**src/rtl/note_display_pkg.sv**
```systemverilog
// note_display_pkg
// Shared definitions for the seven-segment note display.
//   - Active-low glyph constants in {g,f,e,d,c,b,a} order.
//   - dig_t: 2-bit digit index, where 0 is the rightmost digit.
//   - note_glyph():   maps note_switches {C,D,E,F,G,A,B} to the glyph of its
//                     highest-priority set bit, or a dash when no bit is set.
//   - octave_glyph(): maps a 3-bit octave to its numeral glyph.
package note_display_pkg;

    typedef logic [1:0] dig_t;

    localparam logic [6:0] GLYPH_A     = 7'b0001000;
    localparam logic [6:0] GLYPH_B     = 7'b0000011;
    localparam logic [6:0] GLYPH_C     = 7'b1000110;
    localparam logic [6:0] GLYPH_D     = 7'b0100001;
    localparam logic [6:0] GLYPH_E     = 7'b0000110;
    localparam logic [6:0] GLYPH_F     = 7'b0001110;
    localparam logic [6:0] GLYPH_G     = 7'b1000010;
    localparam logic [6:0] GLYPH_P     = 7'b0001100;
    localparam logic [6:0] GLYPH_DASH  = 7'b0111111;
    localparam logic [6:0] GLYPH_BLANK = 7'b1111111;

    localparam logic [6:0] GLYPH_0 = 7'b1000000;
    localparam logic [6:0] GLYPH_1 = 7'b1111001;
    localparam logic [6:0] GLYPH_2 = 7'b0100100;
    localparam logic [6:0] GLYPH_3 = 7'b0110000;
    localparam logic [6:0] GLYPH_4 = 7'b0011001;
    localparam logic [6:0] GLYPH_5 = 7'b0010010;
    localparam logic [6:0] GLYPH_6 = 7'b0000010;
    localparam logic [6:0] GLYPH_7 = 7'b1111000;

    // Bit 6 (C) has the highest priority and bit 0 (B) the lowest.
    function automatic logic [6:0] note_glyph(input logic [6:0] sw);
        logic [6:0] g;
        casez (sw)
            7'b1??????: g = GLYPH_C;
            7'b01?????: g = GLYPH_D;
            7'b001????: g = GLYPH_E;
            7'b0001???: g = GLYPH_F;
            7'b00001??: g = GLYPH_G;
            7'b000001?: g = GLYPH_A;
            7'b0000001: g = GLYPH_B;
            default:    g = GLYPH_DASH;
        endcase
        return g;
    endfunction

    function automatic logic [6:0] octave_glyph(input logic [2:0] oct);
        logic [6:0] g;
        case (oct)
            3'd0:    g = GLYPH_0;
            3'd1:    g = GLYPH_1;
            3'd2:    g = GLYPH_2;
            3'd3:    g = GLYPH_3;
            3'd4:    g = GLYPH_4;
            3'd5:    g = GLYPH_5;
            3'd6:    g = GLYPH_6;
            default: g = GLYPH_7;
        endcase
        return g;
    endfunction

endpackage

```
**src/rtl/note_display_if.sv**
```systemverilog
// note_display_if
// Groups the control-state inputs and the display pins of note_display.
//   note_switches[6:0]  {C,D,E,F,G,A,B}
//   octave[2:0]         current octave, 0-7
//   playback_active     playback mode flag
//   an[3:0]             anode enables, active-low; an[0] is the rightmost digit
//   seg[6:0]            cathodes, active-low, {g,f,e,d,c,b,a}
//   dp                  decimal point, active-low
// slave:  the display block, which consumes the state and drives the pins.
// master: the control side, which drives the state and observes the pins.
interface note_display_if;
    logic [6:0] note_switches;
    logic [2:0] octave;
    logic       playback_active;
    logic [3:0] an;
    logic [6:0] seg;
    logic       dp;

    modport slave (
        input  note_switches, octave, playback_active,
        output an, seg, dp
    );

    modport master (
        output note_switches, octave, playback_active,
        input  an, seg, dp
    );
endinterface

```
**src/rtl/note_display.sv**
```systemverilog
// note_display
// Drives a 4-digit common-anode seven-segment display with the current note,
// the octave and a blinking playback marker. The digits are scanned 0,1,2,3.
// Inputs are captured once per full scan, so a digit never shows a mix of old
// and new state. Each digit slot begins with a short period in which all
// anodes are off, which suppresses ghosting.
// Ports:
//   clk  system clock
//   rst  asynchronous, active-high reset
//   dif  note_display_if.slave: state inputs and the an/seg/dp outputs
// Digit map: dig3 shows the note letter (a dash when no note is set), dig2
// shows the octave, dig1 is blank, and dig0 shows a blinking P during playback.
module note_display
    import note_display_pkg::*;
#(
    parameter int REFRESH_DIV  = 100000,
    parameter int BLANK_CYCLES = 2000,
    parameter int BLINK_DIV    = 50000000
) (
    input  logic           clk,
    input  logic           rst,
    note_display_if.slave  dif
);

    localparam int RC_W = (REFRESH_DIV > 1) ? $clog2(REFRESH_DIV) : 1;
    localparam int BC_W = (BLINK_DIV > 1) ? $clog2(BLINK_DIV) : 1;

    localparam logic [RC_W-1:0] RC_MAX    = RC_W'(REFRESH_DIV - 1);
    localparam logic [RC_W-1:0] BLANK_END = RC_W'(BLANK_CYCLES);
    localparam logic [BC_W-1:0] BC_MAX    = BC_W'(BLINK_DIV - 1);

    logic [RC_W-1:0] rc_q, rc_d;
    dig_t            dig_q, dig_d;
    logic [BC_W-1:0] bc_q, bc_d;
    logic            blink_q, blink_d;

    // Snapshot registers. The displayed content comes only from these.
    logic [6:0]      note_q, note_d;
    logic [2:0]      oct_q, oct_d;
    logic            pb_q, pb_d;

    logic [3:0]      an_q, an_d;
    logic [6:0]      seg_q, seg_d;

    logic            rc_wrap, bc_wrap;
    logic [6:0]      glyph;

    always_comb begin
        rc_wrap = (rc_q == RC_MAX);
        bc_wrap = (bc_q == BC_MAX);

        rc_d    = rc_wrap ? '0 : rc_q + 1'b1;
        dig_d   = rc_wrap ? dig_q + 2'd1 : dig_q;

        // The blink counter runs freely and is independent of the scan.
        bc_d    = bc_wrap ? '0 : bc_q + 1'b1;
        blink_d = blink_q ^ bc_wrap;

        // Capture on the last cycle of dig3, so the new content appears at
        // the start of dig0.
        note_d  = note_q;
        oct_d   = oct_q;
        pb_d    = pb_q;
        if (rc_wrap && dig_q == 2'd3) begin
            note_d = note_glyph(dif.note_switches);
            oct_d  = dif.octave;
            pb_d   = dif.playback_active;
        end

        case (dig_q)
            2'd3:    glyph = note_q;
            2'd2:    glyph = octave_glyph(oct_q);
            2'd1:    glyph = GLYPH_BLANK;
            default: glyph = (pb_q && !blink_q) ? GLYPH_P : GLYPH_BLANK;
        endcase

        if (rc_q < BLANK_END) begin
            an_d  = 4'b1111;
            seg_d = GLYPH_BLANK;
        end else begin
            an_d  = ~(4'b0001 << dig_q);
            seg_d = glyph;
        end
    end

    always_ff @(posedge clk or posedge rst) begin
        if (rst) begin
            rc_q    <= '0;
            dig_q   <= '0;
            bc_q    <= '0;
            blink_q <= 1'b0;
            note_q  <= GLYPH_DASH;
            oct_q   <= 3'd0;
            pb_q    <= 1'b0;
            an_q    <= 4'b1111;
            seg_q   <= GLYPH_BLANK;
        end else begin
            rc_q    <= rc_d;
            dig_q   <= dig_d;
            bc_q    <= bc_d;
            blink_q <= blink_d;
            note_q  <= note_d;
            oct_q   <= oct_d;
            pb_q    <= pb_d;
            an_q    <= an_d;
            seg_q   <= seg_d;
        end
    end

    assign dif.an  = an_q;
    assign dif.seg = seg_q;
    assign dif.dp  = 1'b1;

endmodule
```
**src/flat_wrapper.sv**
```systemverilog
// flat-port wrapper written by rule: the top's interface ports become plain ports
module note_display_flat import note_display_pkg::*;
#(
    parameter int REFRESH_DIV  = 100000,
    parameter int BLANK_CYCLES = 2000,
    parameter int BLINK_DIV    = 50000000
)
  (clk, rst, dif_note_switches, dif_octave, dif_playback_active, dif_an, dif_seg, dif_dp);
  note_display_if dif_i ();
  input  logic clk;
  input  logic rst;
  input wire logic [$bits(dif_i.note_switches)-1:0] dif_note_switches;
  input wire logic [$bits(dif_i.octave)-1:0] dif_octave;
  input wire logic [$bits(dif_i.playback_active)-1:0] dif_playback_active;
  output wire logic [$bits(dif_i.an)-1:0] dif_an;
  output wire logic [$bits(dif_i.seg)-1:0] dif_seg;
  output wire logic [$bits(dif_i.dp)-1:0] dif_dp;
  assign dif_i.note_switches = dif_note_switches;
  assign dif_i.octave = dif_octave;
  assign dif_i.playback_active = dif_playback_active;
  assign dif_an = dif_i.an;
  assign dif_seg = dif_i.seg;
  assign dif_dp = dif_i.dp;
  note_display #(.REFRESH_DIV(REFRESH_DIV), .BLANK_CYCLES(BLANK_CYCLES), .BLINK_DIV(BLINK_DIV)) u_core (.clk(clk), .rst(rst), .dif(dif_i));
endmodule
```
**config.mk**
```make
export PLATFORM = sky130hd
export DESIGN_NAME = note_display_flat
export DESIGN_NICKNAME = d
export VERILOG_FILES = /design/src/rtl/note_display_pkg.sv /design/src/rtl/note_display_if.sv /design/src/rtl/note_display.sv /design/src/flat_wrapper.sv
export SDC_FILE = /design/constraint.sdc
export NUM_CORES = 1
export LEC_CHECK = 0
export CAP_MARGIN = 0
export CORE_AREA = 2 2 77 79
export CTS_CLUSTER_DIAMETER = 120
export DETAILED_ROUTE_END_ITERATION = 8
export DIE_AREA = 0 0 79 81
export PLACE_DENSITY = 0.81
export SYNTH_ARGS = -nofsm -noshare
export SYNTH_HDL_FRONTEND = slang
export SYNTH_SLANG_ARGS = --single-unit
```
**constraint.sdc**
```tcl
create_clock -name clk -period 4.7 [get_ports clk]
set_input_delay 0.705 -clock clk [delete_from_list [all_inputs] [get_ports clk]]
set_output_delay 0.705 -clock clk [all_outputs]
set_load 0.1 [all_outputs]
```
==> results.py <==
metrics = {
    "routing": {
        "firstDrtPassIters": 4,
        "drtIter0Drc": 105,
        "wl_mm": 6.22,
        "viasPerCell": 5.75,
        "wl_met3_um": 237,
        "met1Wirelength_mm": 2.77,
        "ant_nets": 0,
        "drc": 0,
        "wire_per_inst_um": 14.8,
        "met2WireLength_mm": 3.08,
        "via_count": 2419,
        "highest_layer": "met4",
    },
    "global_route": {
        "grt_pass1_wl_mm": 10.9,
        "grt-ovfl-total": 0,
        "grtUsageTotal": 0.222,
        "antenna_found_initial": 0,
        "grt_pass1_vias": 2416,
        "grt_max_degree": 45,
    },
    "sta": {
        "layout_min_cycle_time_ns": 2.70,
        "finalWorstSetupSlack_ns": 2.00,
        "whs_ns": 0.449,
        "rsz0062_at_grt": "no",
        "slew_violations": 0,
        "setup_viol": 0,
        "period_share": 0.574,
        "setup_tns_ns": 0,
        "worst_pin_slew_ns": 0.983,
        "relSlewSlack": 0.343,
        "hold_violations": 0,
        "fmax_mhz": 371,
        "skew_ns": 0.0124,
    },
    "synthesis": {
        "netlist_top_cells_area": "dfrtp_1 38%, dfstp_2 13%, xnor2_1 5.3%",
        "synth_seq_area_share": 0.519,
        "yosys.area.top_type_share": 0.384,
        "synth.avg_cell_area_um2": 10.5,
        "synth_ff_type": "dfrtp_1",
        "syn-cell-area_um2": 3320,
        "synthTopCellsByCount": "51 x dfrtp_1, 22 x nor2_1, 21 x nand2_1, 20 x xnor2_1, 18 x nand3_1",
        "yosys_warnings": 0,
        "ys_async_sr_fraction": 1.00,
        "synth-edff-count": 0,
        "synth_most_common_cell": "dfrtp_1",
        "ys_ff_latch": 68,
        "yosys.area.top_type": "dfrtp_1",
        "mappedNetlistNets": 335,
        "synth.distinct_cells": 50,
        "synth_cells": 315,
    },
    "cts": {
        "clkSlewWorstSetupHoldPaths_ns": 0.06,
        "ctsHoldBuffers": 0,
        "cts_resized": 0,
        "clk_latency_ns": 0.34,
        "cts_htree_levels": 3,
        "cts_tree": "yes",
        "cts_buffers": 9,
        "cts_buffer_depth": 2,
        "cts.sinks": 68,
        "post-cts-setup-buffers": 0,
        "clockRootBuffer": "clkbuf_8",
    },
    "setup_path": {
        "worst_ep_required_time_ns": 3.99,
        "critPathBufInv": 1,
        "reg2reg_to": "u_core.blink_q$_DFF_PP0_",
        "cp-end-kind": "output pin",
        "path_class": "reg2out",
        "crit_fanout": 1,
        "path_delay_family": "buffers and inverters",
        "cp_cell_sequence": "clkdlybuf4s50_1",
        "r2r_slack_ns": 2.40,
        "cp_slowest_cell": "clkdlybuf4s50_1",
        "startpoint_type": "flip-flop",
        "cp_slowest_stage_delay_ns": 1.13,
        "ff2ff_path_depth": 4,
        "worst_ep_arrival_time_ns": 1.99,
        "r2r-start": "u_core.bc_q[16]$_DFF_PP0_",
    },
    "floorplan": {
        "die_area_um2": 6400,
        "core-area_um2": 5680,
        "rows": 28,
        "die_w_um": 79,
        "initial_core_util": 0.585,
        "die_y_um": 81,
        "ios": 25,
    },
    "hold_path": {
        "hp-start": "u_core.rc_q[0]$_DFF_PP0_",
        "min_path_type": "reg2reg",
        "hold_depth": 1,
        "min_to": "u_core.rc_q[0]$_DFF_PP0_",
    },
    "flow_run": {
        "cap_violations": 0,
    },
    "final_layout": {
        "nets": 361,
        "antenna_cells": 0,
        "area_growth_pct": 14.3,
        "layout-drive-gt1-share": 0.142,
    },
    "power_and_ir_drop": {
        "p_leak_nw": 1.63,
        "powerDensity_nw_per_um2": 273,
        "peakVddDrop_mv": 0.210,
    },
    "place": {
        "portBuffers": 23,
        "gp_congestion": 0.841,
        "place_ws_ns": 2.34,
        "place_hpwl_mm": 4.39,
    },
    "outcome": {
        "status": "finished, final reports clean",
    },
}
power by group:
group / internal (W) / switching, W / total, W
registers: 0.000586 / 0 / 0.000586
logic: 0.0000115 / 0.0000205 / 0.0000320
clock network: 0.000219 / 0.000200 / 0.000419
final cells by class:
type	instances	area [µm²]
Fill cell	438	1880
Sequential cell	68	1720
Multi-Input combinational cell	222	1500
Timing Repair Buffer	26	253
Clock buffer	14	163
Tap cell	75	93.8
Inverter	14	52.6
Clock inverter	2	10.0
layer usage:
metal | vias to the layer above | GRT usage
li1 | 1177 | -
met1 | 1179 | 0.272
met2 | 49 | 0.372
met3 | 14 | 0.0667
met4 | 0 | 0.0862
met5 | - | 0
worst max path at each step:
stage | from | endpoint | slack [ns] | depth (start not counted)
2_1_floorplan | rst | u_core.bc_q[0]$_DFF_PP0_ | 2.31 | 1
3_3_place_gp | u_core.dif.seg[4]$_DFF_PP1_ | dif_seg[4] | 2.37 | 1
3_5_place_dp | u_core.dif.seg[5]$_DFF_PP1_ | dif_seg[5] | 2.34 | 1
4_1_cts | u_core.dif.seg[5]$_DFF_PP1_ | dif_seg[5] | 1.97 | 1
5_1_grt | u_core.dif.seg[5]$_DFF_PP1_ | dif_seg[5] | 1.96 | 1
6_report | u_core.dif.seg[5]$_DFF_PP1_ | dif_seg[5] | 2.00 | 1
through the flow:
stage / total power [W] / instances / util / area, µm²
6_report: 0.00104 / 421 / 0.669 / 3800
5_1_grt: 0.00108 / 421 / 0.669 / 3800
4_1_cts: 0.00105 / 421 / 0.669 / 3800
3_5_place_dp: 0.000629 / 405 / 0.639 / 3620
3_3_place_gp: 0.000628 / 405 / 0.639 / 3620
2_1_floorplan: 0.000613 / 315 / - / 3320
placed cells by master (no fill, tap or decap), drive strengths merged, types with 3 or more instances in the layout:
cell type | synthesis | routed
ha | 7 | 7
dfrtp | 51 | 51
clkbuf | 5 | 14
nand2 | 21 | 21
nor2 | 22 | 22
and3 | 6 | 6
mux2i | 3 | 3
nor2b | 3 | 3
nand4 | 8 | 8
nor4 | 7 | 7
or4 | 8 | 8
and4 | 6 | 6
a21oi | 13 | 13
mux2 | 9 | 9
and2 | 4 | 4
a221oi | 3 | 3
buf | 6 | 3
or3 | 3 | 3
o21ai | 15 | 15
inv | 14 | 14
nand3 | 19 | 19
xnor2 | 20 | 20
clkdlybuf4s50 | 0 | 23
nor3 | 5 | 5
o31ai | 6 | 6
dfstp | 17 | 17
xor2 | 12 | 12
flip-flops by register name, summed over array words and instances, names as in the netlist:
| name | cells |
|---|---|
| u_core.bc_q | 26 |
| u_core.blink_q | 1 |
| u_core.dif.an | 4 |
| u_core.dif.seg | 7 |
| u_core.dig_q | 2 |
| u_core.note_q | 7 |
| u_core.oct_q | 3 |
| u_core.pb_q | 1 |
| u_core.rc_q | 17 |
kinds of logic (layout without fill, tap and decap cells):
logic type                 Yosys count  in the layout  synth area share
xor gates and xnor gates            32             32            0.0844
adders and majority gates            7              7            0.0264
buffers and inverters               25             56            0.0309
other                                1              1           0.00113
DFF                                 68             68             0.519
AOI/OAI and AO/OA                   49             49            0.0927
and+or+nand+nor                    121            121             0.206
muxes                               12             12            0.0395
Power figures use the tool's default switching activity.
